<file path="config.mk">
export PLATFORM = sky130hd
export DESIGN_NAME = key_event_ctrl_flat
export DESIGN_NICKNAME = d
export VERILOG_FILES = /design/src/rtl/key_event_ctrl_if.sv /design/src/rtl/key_event_ctrl.sv /design/src/flat_wrapper.sv
export SDC_FILE = /design/constraint.sdc
export NUM_CORES = 1
export LEC_CHECK = 0
export ABC_AREA = 1
export ABC_CLOCK_PERIOD_IN_PS = 2200
export CORE_MARGIN = 8
export CORE_UTILIZATION = 56
export CTS_CLUSTER_DIAMETER = 100
export CTS_CLUSTER_SIZE = 30
export DETAILED_ROUTE_END_ITERATION = 16
export GPL_ROUTABILITY_DRIVEN = 0
export MAX_ROUTING_LAYER = met4
export PLACE_DENSITY = 0.8
export SLEW_MARGIN = 5
export SYNTH_ARGS = -nofsm -noshare
export SYNTH_HDL_FRONTEND = slang
export SYNTH_SLANG_ARGS = --single-unit
</file>
<file path="constraint.sdc">
create_clock -name clock -period 2.2 [get_ports clock]
set_input_delay 0.33 -clock clock [delete_from_list [all_inputs] [get_ports clock]]
set_output_delay 0.33 -clock clock [all_outputs]
set_load 0.05 [all_outputs]
</file>
<file path="src/rtl/key_event_ctrl_if.sv">
// Key-event controller interface: scanner-side inputs plus event-queue handshake and status.
// The controller binds to the slave modport; the scanner/consumer side uses master.
interface key_event_ctrl_if #(
  parameter int FIFO_DEPTH = 4
);
  localparam int CW = $clog2(FIFO_DEPTH) + 1;

  logic [3:0]    code;
  logic          valid;
  logic [3:0]    ev_code;
  logic          ev_valid;
  logic          ev_ready;
  logic          pressed;
  logic          overflow;
  logic          clr_ovf;
  logic [CW-1:0] count;

  modport master (
    output code, valid, ev_ready, clr_ovf,
    input  ev_code, ev_valid, pressed, overflow, count
  );

  modport slave (
    input  code, valid, ev_ready, clr_ovf,
    output ev_code, ev_valid, pressed, overflow, count
  );
endinterface

</file>
<file path="src/rtl/key_event_ctrl.sv">
// Key-event controller: debounces scanner output into one event per key press and
// queues accepted codes in a first-word-fall-through FIFO with a valid/ready drain.
//
// state | meaning
// IDLE  | no key; waiting for a scanner valid
// QUAL  | candidate code seen, counting matching valid samples
// HELD  | press accepted and queued; key still down
// REL   | valid dropped, counting low samples before declaring release
module key_event_ctrl #(
  parameter int DEB_CYCLES = 3,
  parameter int REL_CYCLES = 3,
  parameter int FIFO_DEPTH = 4
) (
  input logic             clock,
  input logic             reset,
  key_event_ctrl_if.slave kif
);
  localparam int AW = $clog2(FIFO_DEPTH);
  localparam int CW = AW + 1;
  localparam logic [3:0] DEB_LAST = 4'(DEB_CYCLES - 1);
  localparam logic [3:0] REL_LAST = 4'(REL_CYCLES - 1);

  typedef enum logic [1:0] {S_IDLE, S_QUAL, S_HELD, S_REL} state_t;

  state_t        state_q, state_d;
  logic [3:0]    cnt_q, cnt_d;
  logic [3:0]    cand_q, cand_d;
  logic          push_req;

  logic [3:0]    mem_q [FIFO_DEPTH];
  logic [AW-1:0] wr_ptr_q, rd_ptr_q;
  logic [CW-1:0] count_q;
  logic          ovf_q;
  logic          full, empty, do_push, do_pop, drop;

  always_ff @(posedge clock or negedge reset) begin
    if (!reset) begin
      state_q <= S_IDLE;
      cnt_q   <= '0;
      cand_q  <= '0;
    end else begin
      state_q <= state_d;
      cnt_q   <= cnt_d;
      cand_q  <= cand_d;
    end
  end

  always_comb begin
    state_d  = state_q;
    cnt_d    = cnt_q;
    cand_d   = cand_q;
    push_req = 1'b0;
    case (state_q)
      S_IDLE: begin
        if (kif.valid) begin
          cand_d  = kif.code;
          cnt_d   = 4'd1;
          state_d = S_QUAL;
        end
      end
      S_QUAL: begin
        if (!kif.valid) begin
          state_d = S_IDLE;
        end else if (kif.code != cand_q) begin
          cand_d = kif.code;
          cnt_d  = 4'd1;
        end else if (cnt_q == DEB_LAST) begin
          push_req = 1'b1;
          state_d  = S_HELD;
        end else begin
          cnt_d = cnt_q + 4'd1;
        end
      end
      S_HELD: begin
        if (!kif.valid) begin
          cnt_d   = 4'd1;
          state_d = S_REL;
        end
      end
      S_REL: begin
        // A valid during release counting is bounce: return to HELD without a new event.
        if (kif.valid) begin
          state_d = S_HELD;
        end else if (cnt_q == REL_LAST) begin
          state_d = S_IDLE;
        end else begin
          cnt_d = cnt_q + 4'd1;
        end
      end
      default: state_d = S_IDLE;
    endcase
  end

  assign full    = (count_q == CW'(FIFO_DEPTH));
  assign empty   = (count_q == '0);
  assign do_pop  = !empty && kif.ev_ready;
  // A pop in the same cycle frees the slot, so a push into a full queue still lands.
  assign do_push = push_req && (!full || do_pop);
  assign drop    = push_req && full && !do_pop;

  always_ff @(posedge clock or negedge reset) begin
    if (!reset) begin
      wr_ptr_q <= '0;
      rd_ptr_q <= '0;
      count_q  <= '0;
      ovf_q    <= 1'b0;
    end else begin
      if (do_push) wr_ptr_q <= wr_ptr_q + AW'(1);
      if (do_pop)  rd_ptr_q <= rd_ptr_q + AW'(1);
      case ({do_push, do_pop})
        2'b10:   count_q <= count_q + CW'(1);
        2'b01:   count_q <= count_q - CW'(1);
        default: count_q <= count_q;
      endcase
      if (drop)             ovf_q <= 1'b1;
      else if (kif.clr_ovf) ovf_q <= 1'b0;
    end
  end

  always_ff @(posedge clock) begin
    if (do_push) mem_q[wr_ptr_q] <= cand_q;
  end

  assign kif.ev_valid = !empty;
  assign kif.ev_code  = empty ? 4'd0 : mem_q[rd_ptr_q];
  assign kif.pressed  = (state_q == S_HELD) || (state_q == S_REL);
  assign kif.overflow = ovf_q;
  assign kif.count    = count_q;
endmodule

</file>
<file path="src/flat_wrapper.sv">
// flat-port wrapper written by rule: the top's interface ports become plain ports
module key_event_ctrl_flat 
#(
  parameter int DEB_CYCLES = 3,
  parameter int REL_CYCLES = 3,
  parameter int FIFO_DEPTH = 4
)
  (clock, reset, kif_code, kif_valid, kif_ev_ready, kif_clr_ovf, kif_ev_code, kif_ev_valid, kif_pressed, kif_overflow, kif_count);
  key_event_ctrl_if #(.FIFO_DEPTH(FIFO_DEPTH)) kif_i ();
  input logic clock;
  input logic reset;
  input wire logic [$bits(kif_i.code)-1:0] kif_code;
  input wire logic [$bits(kif_i.valid)-1:0] kif_valid;
  input wire logic [$bits(kif_i.ev_ready)-1:0] kif_ev_ready;
  input wire logic [$bits(kif_i.clr_ovf)-1:0] kif_clr_ovf;
  output wire logic [$bits(kif_i.ev_code)-1:0] kif_ev_code;
  output wire logic [$bits(kif_i.ev_valid)-1:0] kif_ev_valid;
  output wire logic [$bits(kif_i.pressed)-1:0] kif_pressed;
  output wire logic [$bits(kif_i.overflow)-1:0] kif_overflow;
  output wire logic [$bits(kif_i.count)-1:0] kif_count;
  assign kif_i.code = kif_code;
  assign kif_i.valid = kif_valid;
  assign kif_i.ev_ready = kif_ev_ready;
  assign kif_i.clr_ovf = kif_clr_ovf;
  assign kif_ev_code = kif_i.ev_code;
  assign kif_ev_valid = kif_i.ev_valid;
  assign kif_pressed = kif_i.pressed;
  assign kif_overflow = kif_i.overflow;
  assign kif_count = kif_i.count;
  key_event_ctrl #(.DEB_CYCLES(DEB_CYCLES), .REL_CYCLES(REL_CYCLES), .FIFO_DEPTH(FIFO_DEPTH)) u_core (.clock(clock), .reset(reset), .kif(kif_i));
endmodule
</file>
# Word level (Yosys, flattened, before mapping)
# Memory sizes are Yosys's and may differ from the RTL's.
# Index checks and enable logic that the tools add are counted.
[classes]
add_sub_neg = 5
eq_ne = 16
n_mux = 29
n_reduce_logical = 17
[ops]
columns = ["op", "count"]
rows = [
  ["$mux W4", 10],
  ["$pmux W4 S4", 1],
  ["$mux W2", 7],
  ["$mux W1", 8],
  ["$ne A2 B2 Y1 const B", 4],
  ["$pmux W2 S4", 1],
  ["$pmux W4 S2", 1],
  ["$reduce_and A4 Y1", 2],
  ["$eq A2 B2 Y1 const B", 3],
  ["$ne A3 B2 Y1 const B", 2],
  ["$pmux W3 S2", 1],
  ["$reduce_bool A2 Y1", 3],
  ["$reduce_and A5 Y1", 1],
  ["$add A2 B1 Y2 const B", 2],
  ["$add A4 B1 Y4 const B", 1],
  ["$eq A2 B1 Y1 const B", 2],
  ["$eq A4 B2 Y1 const B", 1],
  ["$logic_and A1 B1 Y1", 4],
  ["$ne A4 B4 Y1", 1],
  ["$add A3 B1 Y3 const B", 1],
  ["$eq A3 B3 Y1 const B", 1],
  ["$logic_not A1 Y1", 3],
  ["$logic_not A3 Y1", 1],
  ["$ne A3 B3 Y1 const B", 1],
  ["other kinds (4)", 5],
]
[word_totals]
register_bits = 18
mem_bits_rw = 16
inputBits = 9
output_inout_bits = 10
wordCells = 75
n_memories = 1
[mem_list]
columns = ["memory", "words", "width", "rd", "rd_ports_with_merged_regs", "wr", "line_no", "source"]
rows = [
  ["u_core.mem_q", 4, 4, 1, 0, 1, "key_event_ctrl.sv:30", "logic [3:0] mem_q [FIFO_DEPTH];"],
]

# Logic depth before layout (Yosys ltp)
[logic_depth]
ltp_word = 8
depth_mapped = 13
depth_no_buf = 13

# Worst setup path after synthesis
# No wires, ideal clock.
[synth_path]
path_type = "reg-to-reg"
start = "register u_core.count_q[1], in the netlist u_core.kif.count[1]"
end = "register u_core.count_q[2], in the netlist u_core.kif.count[2]"
setup_time_ns = 0.131
t_arrival_ns = 2.390
required_time_ns = 2.069
setup_slack_ns = -0.321
path_stages_with_launch = 12
path_buffers = 0
period_less_slack_ns = 2.521
cell_sequence = "dfrtp_1 nor2_4 nand2_2 nand2_4 nand3_4 nand4_4 ha_1 inv_1 fa_1 a21oi_1 o21ai_0 xor2_1"
[synth_via]
elab_chain_cells = 7
word_cells_on_any_way = 13
cone_classes = "add/sub (2); eq/ne (3); mux (1); reduce/logical (7)"
[synth_lines]
columns = ["item", "line_no", "source"]
rows = [
  ["start: declaration", "key_event_ctrl.sv:32", "logic [CW-1:0] count_q;"],
  ["start signal: assignment", "key_event_ctrl.sv:111", "2'b10: count_q <= count_q + CW'(1);"],
  ["start signal: assignment", "key_event_ctrl.sv:112", "2'b01: count_q <= count_q - CW'(1);"],
  ["start signal: assignment", "key_event_ctrl.sv:113", "default: count_q <= count_q;"],
  ["$logic_not A3 Y1 *", "key_event_ctrl.sv:95", "assign empty = (count_q == '0);"],
  ["$logic_not A1 Y1 *", "--", ""],
  ["named net kif_ev_valid", "flat_wrapper.sv:17", "output wire logic [$bits(kif_i.ev_valid)-1:0] kif_ev_valid;"],
  ["$logic_and A1 B1 Y1 *", "key_event_ctrl.sv:96", "assign do_pop = !empty && kif.ev_ready;"],
  ["$logic_or A1 B1 Y1", "key_event_ctrl.sv:98", "assign do_push = push_req && (!full || do_pop);"],
  ["$logic_and A1 B1 Y1", "key_event_ctrl.sv:98", ""],
  ["$eq A2 B1 Y1 or $eq A2 B2 Y1 (tied branches)", "key_event_ctrl.sv:110", "case ({do_push, do_pop})"],
  ["$pmux W3 S2 or $reduce_bool A2 Y1 (tied branches)", "--", ""],
]
# Mark *: on every way through the listed nets, which the timed path passes. The rest lies on a longest branch.
# A chain may end at the register's enable or synchronous reset.

# Worst setup path after layout
[layout_path]
start = "register u_core.count_q[0], in the netlist u_core.kif.count[0]"
end = "output port kif_ev_valid"
[layout_via]
elab_chain_cells = 2
[layout_lines]
columns = ["item", "line_no", "source"]
rows = [
  ["$logic_not A3 Y1", "key_event_ctrl.sv:95", ""],
  ["$logic_not A1 Y1", "key_event_ctrl.sv:124", "assign kif.ev_valid = !empty;"],
  ["end: declaration", "flat_wrapper.sv:17", ""],
]
# No other way between the ends.

==> summary.md <==
| Metric | Value |
|---|---|
| Status | `finished, final reports clean` |
| GRT overflow | `0` |
| Reg-to-Reg Start | `u_core.cnt_q[0]` |
| Total clock buffers created by CTS | `5` |
| CTS root buf | `clkbuf_4` |
| Final Non-Filler Cells | `286` |
| Nets | `257` |
| Sequential cell area | `937 um^2` |
| Seq cells post-synth | `34` |
| Hpwl dp | `2.57 mm` |
| CTS Buffer Depth | `2` |
| FILL cells | `272` |
| Die ar. | `0.00545 mm^2` |
| Hold-fix buffers, CTS | `0` |
| Vias/cell | `4.91` |
| Diodes inserted | `0` |
| # IOs | `19` |
| Clock latency on the worst-skew pair | `0.34 ns` |
| Multi-input gate area | `828 um^2` |
| Global-route wire length before repair | `6.00 mm` |
| Synth cell types | `28` |
| Largest net degree at the start of global routing | `19` |
| Setup violations, final | `0` |
| Initial antenna violation count | `0` |
| Max cap viols | `0` |
| Critical path endpoint category | `output pin` |
| Clk_skew | `0.0118 ns` |
| Chip height | `73.9 um` |
| Arr. time, crit path | `1.75 ns` |
| Pre-antenna DRT Iters | `4` |
| Fmax | `0.481 GHz` |
| H-tree depth | `2` |
| # rows | `21` |
| Final hold vios | `0` |
| Crit path max fanout | `4` |
| WP data required | `1.87 ns` |
| Crit path kind | `register to output pin` |
| Vias in the first global route | `1458` |
| WL final | `3.50 mm` |
| Critical path launch point | `u_core.kif.count[0]` |
| Sinks on Clock Net | `34` |
| Leakage power | `1.02 nW` |
| Share of post-route cells with drive strength above 1 | `22.1%` |
| Yosys warns | `0` |
| Cell Count Post-Placement | `278` |
| PwrDens | `1310 mW/mm^2` |
| Final TNS setup | `0 ns` |
| RSZ-0062 raised after global routing | `false` |
| Starting Density | `57.1%` |
| CTS tree | `built` |
| Min-delay worst type | `input port to asynchronous set/reset pin` |
| Final Slew Violations | `0` |
| DRC viols | `0` |
| DR vias | `1404` |
| Mapped cell area | `0.00187 mm^2` |
| Reg2Reg Depth | `9` |
| Core ar. | `0.00328 mm^2` |
| DR iter-0 viols | `94` |
| Syn Area/Cell | `9.05 um^2` |
| Slew @ Worst Pin | `0.500 ns` |
| Syn nets | `225` |
| Area grow syn2layout | `20.3%` |
| Die W | `73.9 um` |
| Seq/Total Area, Yosys | `49.7%` |
| Tcrit/Tclk final | `94.4%` |
| Clk slew on worst S/H paths | `0.11 ns` |
| Slew Limit Headroom | `66.6%` |
| Worst vdd ir | `0.666 mV` |
| Post-synthesis instance total | `207` |
| Total design power | `2.95 mW` |
| IO Port Bufs | `18` |
| Post-layout minimum cycle time | `2.08 ns` |
| Detail Route Antenna Nets | `0` |
| Post-DR wirelength/cell | `12.2 um` |
| Total track usage | `15.0%` |
| Critical path launch point type | `register` |
kinds of logic after synthesis:
| group | after synthesis | synth area share, % |
|---|---|---|
| and+or+nand+nor | 102 | 28.2 |
| xor gates and xnor gates | 5 | 2.34 |
| AOI/OAI and AO/OA | 22 | 6.14 |
| adders and majority gates | 9 | 6.41 |
| buffers and inverters | 35 | 7.21 |
| DFF | 34 | 49.7 |
metrics by stage:
step | setup WS, ns | hold slack [ns] | cell area [um^2] | utilization, %
floorplan | 0.00968 | 0.0344 | 1900 | -
global placement | -0.0639 | 0.474 | 2190 | 66.6
detailed placement | -0.198 | 0.479 | 2190 | 66.6
CTS | 0.0940 | 0.299 | 2250 | 68.6
global route | 0.00991 | 0.294 | 2250 | 68.6
finish | 0.122 | 0.305 | 2250 | 68.6
power by group:
group | internal [mW] | total, mW | switching, mW
clock network | 0.154 | 0.368 | 0.214
registers | 0.848 | 1.07 | 0.218
logic | 0.527 | 1.52 | 0.993
repair_timing:
action                                  CTS  global route
gates resized for setup                   0             2
setup buffers                             0             0
endpoints found under the setup margin    0             1
hold endpoints to repair                  0             0
registers in the layout, summed over array words and instances (netlist names), named ones only:
| register | cells |
|---|---|
| u_core.cnt_q | 4 |
| u_core.state_q | 1 |
| u_core.kif.count | 3 |
| u_core.wr_ptr_q | 2 |
| u_core.kif.overflow | 1 |
| u_core.mem_q | 16 |
| u_core.rd_ptr_q | 2 |
| u_core.cand_q | 4 |
final timing paths:
path,end,slack (ns)
setup / recovery,kif_ev_valid,0.12
hold / removal,u_core.cand_q[3],0.30
setup reg to reg,u_core.kif.count[1],0.17
hold reg to reg,u_core.kif.overflow,0.50
max in group asynchronous,u_core.kif.count[1],1.68
min in group clock,u_core.kif.overflow,0.50
worst max-delay path, cell delays in order, from the launching register on:
cell and delay (ns):
dfrtp_2 0.46, nor2_4 0.17, nand2_4 0.08, clkdlybuf4s50_1 0.70
synthesized netlist by cell type:
cell	number	share of area [%]
nand2_1	42	8.4
inv_1	31	6.2
nor2_1	22	4.4
dfrtp_1	18	24
edfxtp_1	16	26
o21ai_0	10	2.7
a21oi_1	8	2.1
ha_1	8	5.3
nand3_1	7	1.9
nor2_2	7	2.3
nand2_2	6	2.0
nand4_1	6	2.0
nor2_4	4	2.4
xor2_1	3	1.4
clkbuf_1	2	0.40
nand3_2	2	1.1
nand3b_1	2	0.80
o21ai_1	2	0.53
xnor2_1	2	0.93
a31oi_1	1	0.33
buf_2	1	0.27
fa_1	1	1.1
inv_4	1	0.33
nand2_4	1	0.60
nand3_4	1	0.93
nand4_4	1	1.1
nor3_1	1	0.27
o21ai_2	1	0.47
layout by cell type, fill, tap and decap left out:
cell type,Yosys,final
o21ai_2,1,1
nand3_2,2,2
a31oi_1,1,1
nand4_1,6,6
nor2_2,7,7
fa_2,0,1
nand2_1,42,42
inv_4,1,1
nand3_4,1,1
nor2_1,22,22
dfrtp_2,0,5
nor3_1,1,1
clkbuf_8,0,1
o21ai_1,2,3
nand3b_1,2,2
nand2_2,6,5
xor2_1,3,3
buf_4,0,14
nand4_4,1,1
nand3_1,7,7
clkdlybuf4s50_1,0,14
inv_1,31,31
xnor2_1,2,2
dfrtp_1,18,13
ha_1,8,7
clkinv_2,0,1
nor2_4,4,4
o21ai_0,10,9
a21oi_1,8,8
ha_4,0,1
nand2_4,1,2
clkbuf_4,0,5
clkinvlp_4,0,1
edfxtp_1,16,16
cell type report:
type	instances	share of cell area, %
Sequential cell	34	41.6
Multi-Input combinational cell	138	36.7
Timing Repair Buffer	28	10.9
Inverter	32	5.44
Tap cell	46	2.55
Clock buffer	6	2.28
Clock inverter	2	0.555
layer usage:
metal  up-vias  track usage, %  routed length (um)
li1        729               -                   -
met1       627            15.1                1490
met2        40            24.9                1730
met3         8            4.37                 184
met4         0            9.98                  87
met5         -               -                   0
No activity file was read; power rests on OpenSTA's default activity.
